**config.mk**
```make
export PLATFORM = sky130hd
export DESIGN_NAME = aud_recorder
export DESIGN_NICKNAME = d
export VERILOG_FILES = /design/src/rtl/aud_pkg.sv /design/src/rtl/i2s_sync_edge.sv /design/src/rtl/aud_recorder.sv
export SDC_FILE = /design/constraint.sdc
export NUM_CORES = 1
export LEC_CHECK = 0
export ABC_AREA = 1
export CORE_ASPECT_RATIO = 1.1
export CORE_UTILIZATION = 40
export CTS_BUF_LIST = sky130_fd_sc_hd__clkbuf_16
export CTS_CLUSTER_DIAMETER = 50
export DETAILED_ROUTE_END_ITERATION = 8
export PLACE_DENSITY_LB_ADDON = 0.15
export SLEW_MARGIN = 20
export SYNTH_ARGS = -nofsm -noshare
export SYNTH_HDL_FRONTEND = slang
export SYNTH_SLANG_ARGS = --single-unit
```
**constraint.sdc**
```tcl
create_clock -name i_clk -period 4.3 [get_ports i_clk]
set_clock_uncertainty 0.15 [all_clocks]
set_input_delay 0.43 -clock i_clk [delete_from_list [all_inputs] [get_ports i_clk]]
set_output_delay 0.43 -clock i_clk [all_outputs]
set_load 0.03 [all_outputs]
```
**src/rtl/aud_pkg.sv**
```systemverilog
// aud_pkg: shared state encoding and widths for the audio recorder/player datapath
package aud_pkg;
  localparam int I2S_BITS = 16;
  localparam int SRAM_ADDR_W = 20;
  localparam int SRAM_DATA_W = 16;
  typedef enum logic [2:0] {
    S_IDLE  = 3'd0,
    S_WAIT  = 3'd1,
    S_SKIP  = 3'd2,
    S_SHIFT = 3'd3,
    S_WRITE = 3'd4,
    S_PAUSE = 3'd5
  } state_t;
endpackage

```
**src/rtl/i2s_sync_edge.sv**
```systemverilog
// i2s_sync_edge: synchronises I2S inputs and detects bclk rising and lrc falling edges
module i2s_sync_edge #(
  parameter int STAGES = 2
) (
  input  logic i_clk,
  input  logic i_rst,
  input  logic i_bclk,
  input  logic i_lrc,
  input  logic i_dat,
  output logic sync_dat,
  output logic bclk_rise,
  output logic lrc_fall
);
  logic [STAGES-1:0] bs, ls, ds;
  logic pb, pl;
  always_ff @(posedge i_clk)
    if (i_rst) begin
      bs <= '0;
      ls <= '0;
      ds <= '0;
      pb <= 1'b0;
      pl <= 1'b0;
    end else begin
      bs <= {bs[STAGES-2:0], i_bclk};
      ls <= {ls[STAGES-2:0], i_lrc};
      ds <= {ds[STAGES-2:0], i_dat};
      pb <= bs[STAGES-1];
      pl <= ls[STAGES-1];
    end
  assign sync_dat = ds[STAGES-1];
  assign bclk_rise = bs[STAGES-1] & ~pb;
  assign lrc_fall = ~ls[STAGES-1] & pl;
endmodule

```
**src/rtl/aud_recorder.sv**
```systemverilog
// aud_recorder: captures I2S left-channel samples and issues SRAM write strobes
module aud_recorder
  import aud_pkg::*;
#(
  parameter int ADDR_W = SRAM_ADDR_W,
  parameter int DATA_W = SRAM_DATA_W,
  parameter logic [ADDR_W-1:0] MAX_ADDR = '1,
  parameter int SYNC_STAGES = 2
) (
  input  logic              i_clk,
  input  logic              i_rst,
  input  logic              i_bclk,
  input  logic              i_lrc,
  input  logic              i_adcdat,
  input  logic              i_start,
  input  logic              i_pause,
  input  logic              i_stop,
  output logic [ADDR_W-1:0] o_address,
  output logic [DATA_W-1:0] o_data,
  output logic              o_wr,
  output logic [ADDR_W:0]   o_len,
  output logic              o_recording,
  output logic              o_full
);
  localparam int BW = $clog2(I2S_BITS);
  state_t state;
  logic sync_dat, bclk_rise, lrc_fall;
  logic [ADDR_W-1:0] cnt;
  logic [ADDR_W:0] len;
  logic [DATA_W-2:0] sreg;
  logic [DATA_W-1:0] data;
  logic [BW-1:0] bits;
  logic full;
  i2s_sync_edge #(.STAGES(SYNC_STAGES)) u_sync (
    .i_clk(i_clk),
    .i_rst(i_rst),
    .i_bclk(i_bclk),
    .i_lrc(i_lrc),
    .i_dat(i_adcdat),
    .sync_dat(sync_dat),
    .bclk_rise(bclk_rise),
    .lrc_fall(lrc_fall)
  );
  always_ff @(posedge i_clk)
    if (i_rst) begin
      state <= S_IDLE;
      cnt <= '0;
      len <= '0;
      full <= 1'b0;
      sreg <= '0;
      data <= '0;
      bits <= '0;
    end else begin
      case (state)
        S_IDLE:
          if (i_start & ~i_stop & ~i_pause) begin
            cnt <= '0;
            len <= '0;
            full <= 1'b0;
            state <= S_WAIT;
          end
        S_WAIT: state <= i_stop ? S_IDLE : i_pause ? S_PAUSE : lrc_fall ? S_SKIP : S_WAIT;
        S_SKIP: begin
          bits <= '0;
          state <= i_stop ? S_IDLE : i_pause ? S_PAUSE : bclk_rise ? S_SHIFT : S_SKIP;
        end
        S_SHIFT:
          if (i_stop | i_pause)
            state <= i_stop ? S_IDLE : S_PAUSE;
          else if (bclk_rise) begin
            sreg <= {sreg[DATA_W-3:0], sync_dat};
            bits <= bits + 1'b1;
            if (bits == BW'(I2S_BITS - 1)) begin
              data <= {sreg, sync_dat};
              state <= S_WRITE;
            end
          end
        S_WRITE: begin
          len <= len + 1'b1;
          if (cnt == MAX_ADDR) begin
            full <= 1'b1;
            state <= S_IDLE;
          end else begin
            cnt <= cnt + 1'b1;
            state <= i_stop ? S_IDLE : i_pause ? S_PAUSE : S_WAIT;
          end
        end
        S_PAUSE: state <= i_stop ? S_IDLE : i_start ? S_WAIT : S_PAUSE;
        default: state <= S_IDLE;
      endcase
    end
  assign o_wr = state == S_WRITE;
  assign o_address = cnt;
  assign o_data = data;
  assign o_len = len;
  assign o_full = full;
  assign o_recording = state inside {S_WAIT, S_SKIP, S_SHIFT, S_WRITE};
endmodule

```
; ---- Word-level counts from Yosys, hierarchy flattened
; Cells that the tools add are included.
[op_classes]
add_sub_neg = 3
eq_ne = 14
mux = 28
n_bitwise = 10
n_reduce_logical = 11
[op_table]
columns = operator, count
row1 = 3-bit 2-to-1 mux, 14
row2 = 21-bit case mux with 2 select lines, 1
row3 = 20-bit 2-to-1 mux, 2
row4 = 20-bit case mux with 2 select lines, 1
row5 = "21-bit by 1-bit adder with 21-bit output, second input constant", 1
row6 = 21-bit 2-to-1 mux, 1
row7 = "20-bit by 1-bit adder with 20-bit output, second input constant", 1
row8 = "20-bit == test, second input constant", 1
row9 = 3-bit case mux with 6 select lines, 1
row10 = 3-bit AND reduction, 5
row11 = 4-bit 2-to-1 mux, 2
row12 = "2-bit != test, second input constant", 4
row13 = 4-bit case mux with 2 select lines, 1
row14 = "3-bit by 2-bit == test with 1-bit output, second input constant", 2
row15 = "3-bit == test, second input constant", 2
row16 = "3-bit != test, second input constant", 2
row17 = 1-bit inverter, 5
row18 = "4-bit by 1-bit adder with 4-bit output, second input constant", 1
row19 = 1-bit bitwise AND, 4
row20 = "4-bit == test, second input constant", 1
row21 = 4-bit AND reduction, 1
row22 = 2-bit nonzero test, 2
row23 = 4-bit nonzero test, 1
row24 = "3-bit by 1-bit == test with 1-bit output, second input constant", 1
row25 = other kinds (7), 9
[totals]
reg_bits = 88
out_inout_bits = 60
elab_cells = 78

; ---- Longest topological paths before layout
; Gate-level depths: netlist (run 1).
[depth]
word_depth = 6
ltp_mapped = 13

; ---- By module
; From an unflattened synthesis (run 1), not the netlist that was laid out.
[hier_totals]
hier_cells = 564
area_unflattened_um2 = 4154.0
[by_module_without_submodules]
columns = mod, instances, cells_per_inst, area_each_um2, seq_area_each_um2
row1 = aud_recorder, 1, 536, 3911.3, 1601.5
row2 = i2s_sync_edge, 1, 28, 242.7, 160.2

; ---- Worst setup path before layout (run 1)
; Ideal clock, no wire load.
[synth_timing]
path_type = register -> register
start = register cnt[0] (netlist: o_address[0])
end = register state[0]
arrival_ps = 1742
path_slack_ps = 2275
path_stages_with_launch = 14
n_path_buf = 1
cell_sequence = dfxtp_1 > ha_1 > nand2_2 > nor2_4 > nand2_2 > nor2_2 > nand2_2 > nand2_2 > buf_4 > nand2_1 > nand2_1 > nand2_1 > nand2_1 > a21oi_1
[synth_via]
elab_chain_cells = 3
[synth_rtl]
columns = element, line
row1 = from (decl), aud_recorder.sv:28  ; logic [ADDR_W-1:0] cnt;
row2 = from (signal assigned), aud_recorder.sv:84  ; cnt <= cnt + 1'b1;
row3 = 20-bit == test, aud_recorder.sv:80  ; if (cnt == MAX_ADDR) begin
row4 = 3-bit 2-to-1 mux, aud_recorder.sv:80
row5 = 3-bit case mux with 6 select lines, aud_recorder.sv:54  ; case (state)
row6 = to (signal assigned), aud_recorder.sv:62  ; S_WAIT: state <= i_stop ? S_IDLE : i_pause ? S_PAUSE : lrc_fall ? S_SKIP : S_WAIT;
row7 = to (signal assigned), aud_recorder.sv:85  ; state <= i_stop ? S_IDLE : i_pause ? S_PAUSE : S_WAIT;
row8 = to (signal assigned), aud_recorder.sv:88  ; S_PAUSE: state <= i_stop ? S_IDLE : i_start ? S_WAIT : S_PAUSE;
row9 = to (decl), aud_recorder.sv:26  ; state_t state;
; No other way between the ends.
; A chain may end at the register's enable or synchronous reset.

; ---- Worst setup path after layout (run 1)
[layout_timing]
start = register state[1]
end = output o_recording
[layout_via]
elab_chain_cells = 2
word_cells_on_any_way = 5
cone_classes = 4 x eq/ne / 1 x reduce/logical
[layout_rtl]
columns = element, line
row1 = from (signal assigned), aud_recorder.sv:62
row2 = from (signal assigned), aud_recorder.sv:65  ; state <= i_stop ? S_IDLE : i_pause ? S_PAUSE : bclk_rise ? S_SHIFT : S_SKIP;
row3 = from (signal assigned), aud_recorder.sv:69  ; state <= i_stop ? S_IDLE : S_PAUSE;
row4 = 3-bit by 1-bit == test with 1-bit output (tied with other cells), aud_recorder.sv:97  ; assign o_recording = state inside {S_WAIT, S_SKIP, S_SHIFT, S_WRITE};
row5 = 4-bit nonzero test *, aud_recorder.sv:97
row6 = to (decl), aud_recorder.sv:22  ; output logic o_recording,
; Mark *: on every way between the ends. The rest lies on a longest branch, timed or not.

==> results.py, run 1 <==
metrics = {
    "cts": {
        "cts_buffers": 9,
        "numClockSinks": 88,
        "cts_root_buf": "clkbuf_16",
        "clk_pin_slew_ns": 0.06,
        "cts_resized": 0,
        "cts_hold_buf": 0,
        "clkLatencyLatePin_ns": 0.34,
        "cts_max_level": 3,
        "postCtsSetupBuffers": 0,
        "cts_tree": "done",
        "clock_path_buffers": 2,
    },
    "routing": {
        "route.met2.wl_microns": 4660,
        "drc_errors": 9,
        "wl_per_cell_microns": 12.6,
        "dr.pass1.iters": 6,
        "route.top_layer_used": "met4",
        "drtIter0Drc": 183,
        "num_vias": 3874,
        "routed_wl_microns": 9580,
        "viasPerCell": 5.10,
        "wl_met1_microns": 4350,
        "wl_met3_microns": 414,
        "antenna_left": 0,
    },
    "sta": {
        "post-route-min-period_ns": 2.78,
        "holdWs_ns": 0.248,
        "finalSetupTns_ns": 0,
        "max_freq_ghz": 0.359,
        "max-slew-margin-rel_pct": 30.7,
        "finalMaxSlewViolations": 0,
        "worst_pin_slew_ns": 1.03,
        "rsz0062_at_grt": "false",
        "fin_crit_sh_pct": 64.8,
        "hold_viol": 0,
        "finalSetupViolCount": 0,
    },
    "worst_setup_path": {
        "crit_end": "o_recording",
        "cp-end-kind": "output pin",
        "critPathLaunchType": "flop",
        "critPathSlowestCell": "clkdlybuf4s50_1",
        "crit_chain": "nor2_1 > inv_2 > nor2_4 > buf_4 > inv_2 > nand3_1 > clkdlybuf4s50_1",
        "max_stage_delay_ns": 0.68,
        "r2r_cells": 12,
        "cp_data_arrival_time_ns": 2.20,
        "r2r_slack_ns": 1.99,
        "critPathRequiredTime_ns": 3.72,
        "worstPathMaxFanout": 26,
        "cpMostUsedCell": "inv_2",
        "critPathKind": "flop to output pin",
        "reg2reg_from": "o_address[0]",
        "r2r-end": "o_address[19]",
        "crit_path_start": "state[1]",
    },
    "finish": {
        "layout_common_cells": "nor2_1 (123), nand2_1 (92), dfxtp_1 (88)",
        "finalInstanceArea_sq_um": 5100,
        "stdcell_count": 759,
        "syn_to_final_growth_pct": 26.1,
        "antenna_cells": 0,
        "final_common_cell": "nor2_1",
        "n_fill_cell": 974,
        "layout-drive-gt1-share_pct": 7.20,
        "layout.nets": 645,
    },
    "floorplan": {
        "initial_core_util_pct": 41.1,
        "io_pins": 68,
        "die_h_microns": 108,
        "die_area_sq_um": 10500,
        "coreArea_sq_um": 9840,
        "die_x_microns": 97.9,
        "std_cell_rows": 38,
    },
    "synth": {
        "synth_area_sq_um": 4050,
        "synth_seq_cells": 88,
        "yosys.area.top_type_share_pct": 43.5,
        "yosysWarnings": 0,
        "synthTopCellsByArea": "dfxtp_1 (44%), nor2_1 (11%), nand2_1 (8.5%)",
        "ys_async_sr_fraction_pct": 0,
        "ys_types": 38,
        "synth_area_per_cell_sq_um": 7.05,
        "synth.largest_area_cell": "dfxtp_1",
        "syn-num-nets": 585,
        "synth_edf_count": 0,
        "synth_cells": 574,
        "ys_seq_area_share_pct": 43.5,
        "synthFlopType": "dfxtp_1",
    },
    "grt": {
        "grt_overflow": 0,
        "first_global_vias": 3596,
        "grt_usage_pct": 19.3,
        "grt_max_degree": 45,
        "antenna_found_initial": 0,
        "grt_pass1_wl_microns": 16500,
    },
    "placed_design": {
        "dp.cells": 743,
        "dp_hpwl_microns": 6630,
        "routabilityCongestion": 0.783,
        "io_buffers": 67,
        "placed_area_sq_um": 4770,
    },
    "pwr": {
        "vdd_ir_drop_max_mv": 0.227,
        "power.density_nw_per_um2": 340,
        "power_uw": 1740,
        "power_leakage_uw": 0.00198,
    },
    "worst_hold_path": {
        "hold_path_class": "flop to flop",
    },
    "status": {
        "outcome": "finished, violations left",
        "failed_checks": "DRC",
    },
    "flow_run": {
        "maxCapViolations": 0,
    },
}
[area by class of cell]
type / count / area [sq um] / area share, %
repair buffers: 69 / 686 / 13.4
flip-flops and latches: 88 / 1760 / 34.5
inverters: 58 / 218 / 4.27
multi-input cells: 408 / 1960 / 38.4
clock inverters: 7 / 103 / 2.01
clock buffers: 9 / 225 / 4.41
well taps: 120 / 150 / 2.94
[synth_stat cells, types with 3 or more instances]
library cell,number
a211oi_1,4
a21oi_1,41
a22oi_1,4
buf_2,6
buf_4,3
clkbuf_1,8
dfxtp_1,88
ha_1,3
inv_1,53
inv_2,5
nand2_1,92
nand2_2,6
nand3_1,31
nand4_1,15
nor2_1,123
nor2_4,4
nor3_1,9
o21ai_0,46
o21ai_1,3
o31ai_1,3
or2_2,3
xor2_1,3
[how the worst min path moves through the flow]
stage	from	to	slack, ns	cells after the start
global placement	u_sync.ls[0]	u_sync.ls[1]	0.24	2
floorplan	u_sync.bs[0]	u_sync.bs[1]	0.24	2
CTS	u_sync.ds[0]	u_sync.ds[1]	0.25	2
detailed placement	u_sync.ds[0]	u_sync.ds[1]	0.24	2
global route	u_sync.ds[0]	u_sync.ds[1]	0.26	2
finish	u_sync.ds[0]	u_sync.ds[1]	0.25	2
[state kept, by name, indices dropped and copies added (netlist names)]
register,flops
o_len,21
o_address,20
o_data,16
sreg,15
bits,4
state,3
u_sync.bs,2
u_sync.ds,2
u_sync.ls,2
o_full,1
u_sync.pb,1
u_sync.pl,1
[layer usage]
| metal | up-vias | track usage, % |
|---|---|---|
| met3 | 14 | 3.77 |
| met2 | 82 | 32.9 |
| met4 | 0 | 8.77 |
| met5 | - | 0 |
| li1 | 1996 | - |
| met1 | 1782 | 23.5 |
[cells by family after synthesis]
kind of cell,Yosys count,synth area share (%)
AOI/OAI and AO/OA,106,14.2
xor gates and xnor gates,4,0.866
adders and majority gates,3,0.927
buffers and inverters,78,8.07
DFF,88,43.5
and+or+nand+nor,295,32.4
[power breakdown]
| group | total [uW] | leakage, uW | switching (uW) | internal [uW] |
|---|---|---|---|---|
| combinational | 55.9 | 0.00111 | 38.1 | 17.7 |
| sequential | 822 | 0.000710 | 3.04 | 819 |
| clock | 859 | 0.000157 | 342 | 516 |
| total | 1740 | 0.00198 | 384 | 1350 |
[metrics by stage]
stage               setup WS, ns  utilization, %
floorplan                   2.28               -
global placement            1.51            48.5
detailed placement          1.47            48.5
CTS                         1.49            51.8
global route                1.37            51.8
finish                      1.52            51.8
[worst max-delay path, delay by kind of cell (launching register included)]
family	cells	cell delay, ns
buffers and inverters	4	1.22
DFF	1	0.33
and+or+nand+nor	3	0.32
(Power assumes the default switching activity.)
==> inputs of run 2 (changes only) <==
==> constraint.sdc (replaced) <==
create_clock -name i_clk -period 2.5 [get_ports i_clk]
set_clock_uncertainty 0.15 [all_clocks]
set_input_delay 0.25 -clock i_clk [delete_from_list [all_inputs] [get_ports i_clk]]
set_output_delay 0.25 -clock i_clk [all_outputs]
set_load 0.03 [all_outputs]
==> results.py, run 2 (synthesized netlist as in run 1, its figures left out) <==
metrics = {
    "placed_design": {
        "io_buffers": 67,
        "routabilityCongestion": 0.804,
        "dp_hpwl_microns": 6860,
        "post-place-ws_ns": 0.219,
    },
    "pwr": {
        "vdd_ir_drop_max_mv": 0.336,
        "power.switching_uw": 656,
        "p_int_uw": 2330,
        "p_seq_share_pct": 47.4,
        "power_leakage_uw": 0.00203,
        "power_frac_comb_pct": 3.5,
        "power.density_nw_per_um2": 577,
        "power_uw": 2990,
        "p_sw_share_pct": 22.0,
        "clkPwrFrac_pct": 49.2,
    },
    "sta": {
        "finalMaxSlewViolations": 0,
        "fin_crit_sh_pct": 95.8,
        "rsz0062_at_grt": "false",
        "max-slew-margin-rel_pct": 42.7,
        "max_freq_ghz": 0.418,
        "worst_pin_slew_ns": 0.856,
        "hold_viol": 0,
        "finalSetupTns_ns": 0,
        "post-route-min-period_ns": 2.39,
        "finalSetupViolCount": 0,
        "setup_slack_ns": 0.106,
    },
    "finish": {
        "syn_to_final_growth_pct": 27.8,
        "multi_input_area_sq_um": 1960,
        "seqCellArea_sq_um": 1760,
        "layout-drive-gt1-share_pct": 8.64,
        "fin_util_pct": 52.6,
        "layout_common_cells": "nor2_1 (123), nand2_1 (92), dfxtp_1 (88)",
        "layout.nets": 654,
        "final_common_cell": "nor2_1",
        "n_fill_cell": 965,
        "antenna_cells": 0,
        "largest_register_ffs": 21,
    },
    "grt": {
        "grt_overflow": 0,
        "antenna_found_initial": 0,
        "first_global_vias": 3692,
        "grt_pass1_wl_microns": 16500,
        "grt_usage_pct": 19.4,
        "grt_max_degree": 25,
    },
    "cts": {
        "clk_pin_slew_ns": 0.06,
        "cts_tree": "done",
        "cts_buffers": 9,
        "cts_root_buf": "clkbuf_16",
        "cts_max_level": 3,
        "clock_path_buffers": 2,
        "clkLatencyLatePin_ns": 0.34,
        "numClockSinks": 88,
    },
    "routing": {
        "viasPerCell": 5.07,
        "drc_errors": 7,
        "num_vias": 3897,
        "wl_per_cell_microns": 12.7,
        "dr.pass1.iters": 7,
        "drtIter0Drc": 140,
        "routed_wl_microns": 9730,
        "antenna_left": 0,
    },
    "floorplan": {
        "initial_core_util_pct": 41.1,
        "die_area_sq_um": 10500,
        "std_cell_rows": 38,
        "die_h_microns": 108,
        "io_pins": 68,
        "die_x_microns": 97.9,
        "coreArea_sq_um": 9840,
    },
    "worst_setup_path": {
        "critPathKind": "flop to output pin",
        "critPathLaunchType": "flop",
        "worstPathMaxFanout": 10,
        "critPathRequiredTime_ns": 2.10,
        "cp-end-kind": "output pin",
        "cp_data_arrival_time_ns": 1.99,
    },
    "worst_hold_path": {
        "hold_path_class": "flop to flop",
    },
    "flow_run": {
        "maxCapViolations": 0,
    },
    "status": {
        "outcome": "finished, violations left",
        "failed_checks": "DRC",
    },
}
==> run 2: changes by cell type in the layout (fill, tap and decap cells not counted), sizes merged <==
cell	change
buf	+9
==> run 2: cell type report <==
class	count	share of cell area, %
inverters	58	4.21
flip-flops and latches	88	34.1
multi-input cells	408	37.9
clock inverters	7	1.98
well taps	120	2.90
clock buffers	9	4.35
repair buffers	78	14.6
==> run 2: repair_timing <==
item / in CTS / in global routing
buffers inserted: 0 / 0
hold buffers: 0 / 0
setup endpoints to repair: 0 / 1
resized for setup: 0 / 1
==> run 2: power groups by stage <==
stage                     Sequential [uW]  Clock [uW]  Combinational [uW]
after CTS                            1410        1500                 104
after global routing                 1420        1560                 115
after floorplan                      1450           0                63.3
after detailed placement             1450           0                 104
after global placement               1450           0                 102
final                                1410        1470                 103
==> run 2: stage by stage <==
| step | area, sq um | hold WS [ns] | std cells |
|---|---|---|---|
| global route | 5170 | 0.276 | 768 |
| floorplan | 4050 | 0.207 | 574 |
| finish | 5170 | 0.253 | 768 |
| global placement | 4840 | 0.239 | 752 |
| detailed placement | 4840 | 0.245 | 752 |
| CTS | 5170 | 0.253 | 768 |
==> run 2: path summary, 6_finish.rpt <==
kind / depth (start not counted) / startpoint / endpoint / slack [ns]
max: 6 / state[1] / o_recording / 0.11
min: 2 / u_sync.ls[0] / u_sync.ls[1] / 0.25
max reg2reg: 12 / o_address[0] / o_address[19] / 0.30
min reg2reg: 2 / u_sync.ls[0] / u_sync.ls[1] / 0.25
==> run 2: routing by layer <==
layer / up-vias / share of wire, % / track usage (%)
met5: - / 0 / 0
met2: 84 / 49 / 33.5
met3: 14 / 4.5 / 4.16
met4: 0 / 1.4 / 8.44
met1: 1783 / 45 / 23.3
li1: 2016 / - / -
==> run 2: worst max-delay path, stage by stage (launching register included) <==
cell             delay (ns)
dfxtp_1                0.33
nor2_1                 0.13
inv_2                  0.07
nor2_4                 0.19
inv_2                  0.16
nand3_1                0.11
clkdlybuf4s50_1        0.67
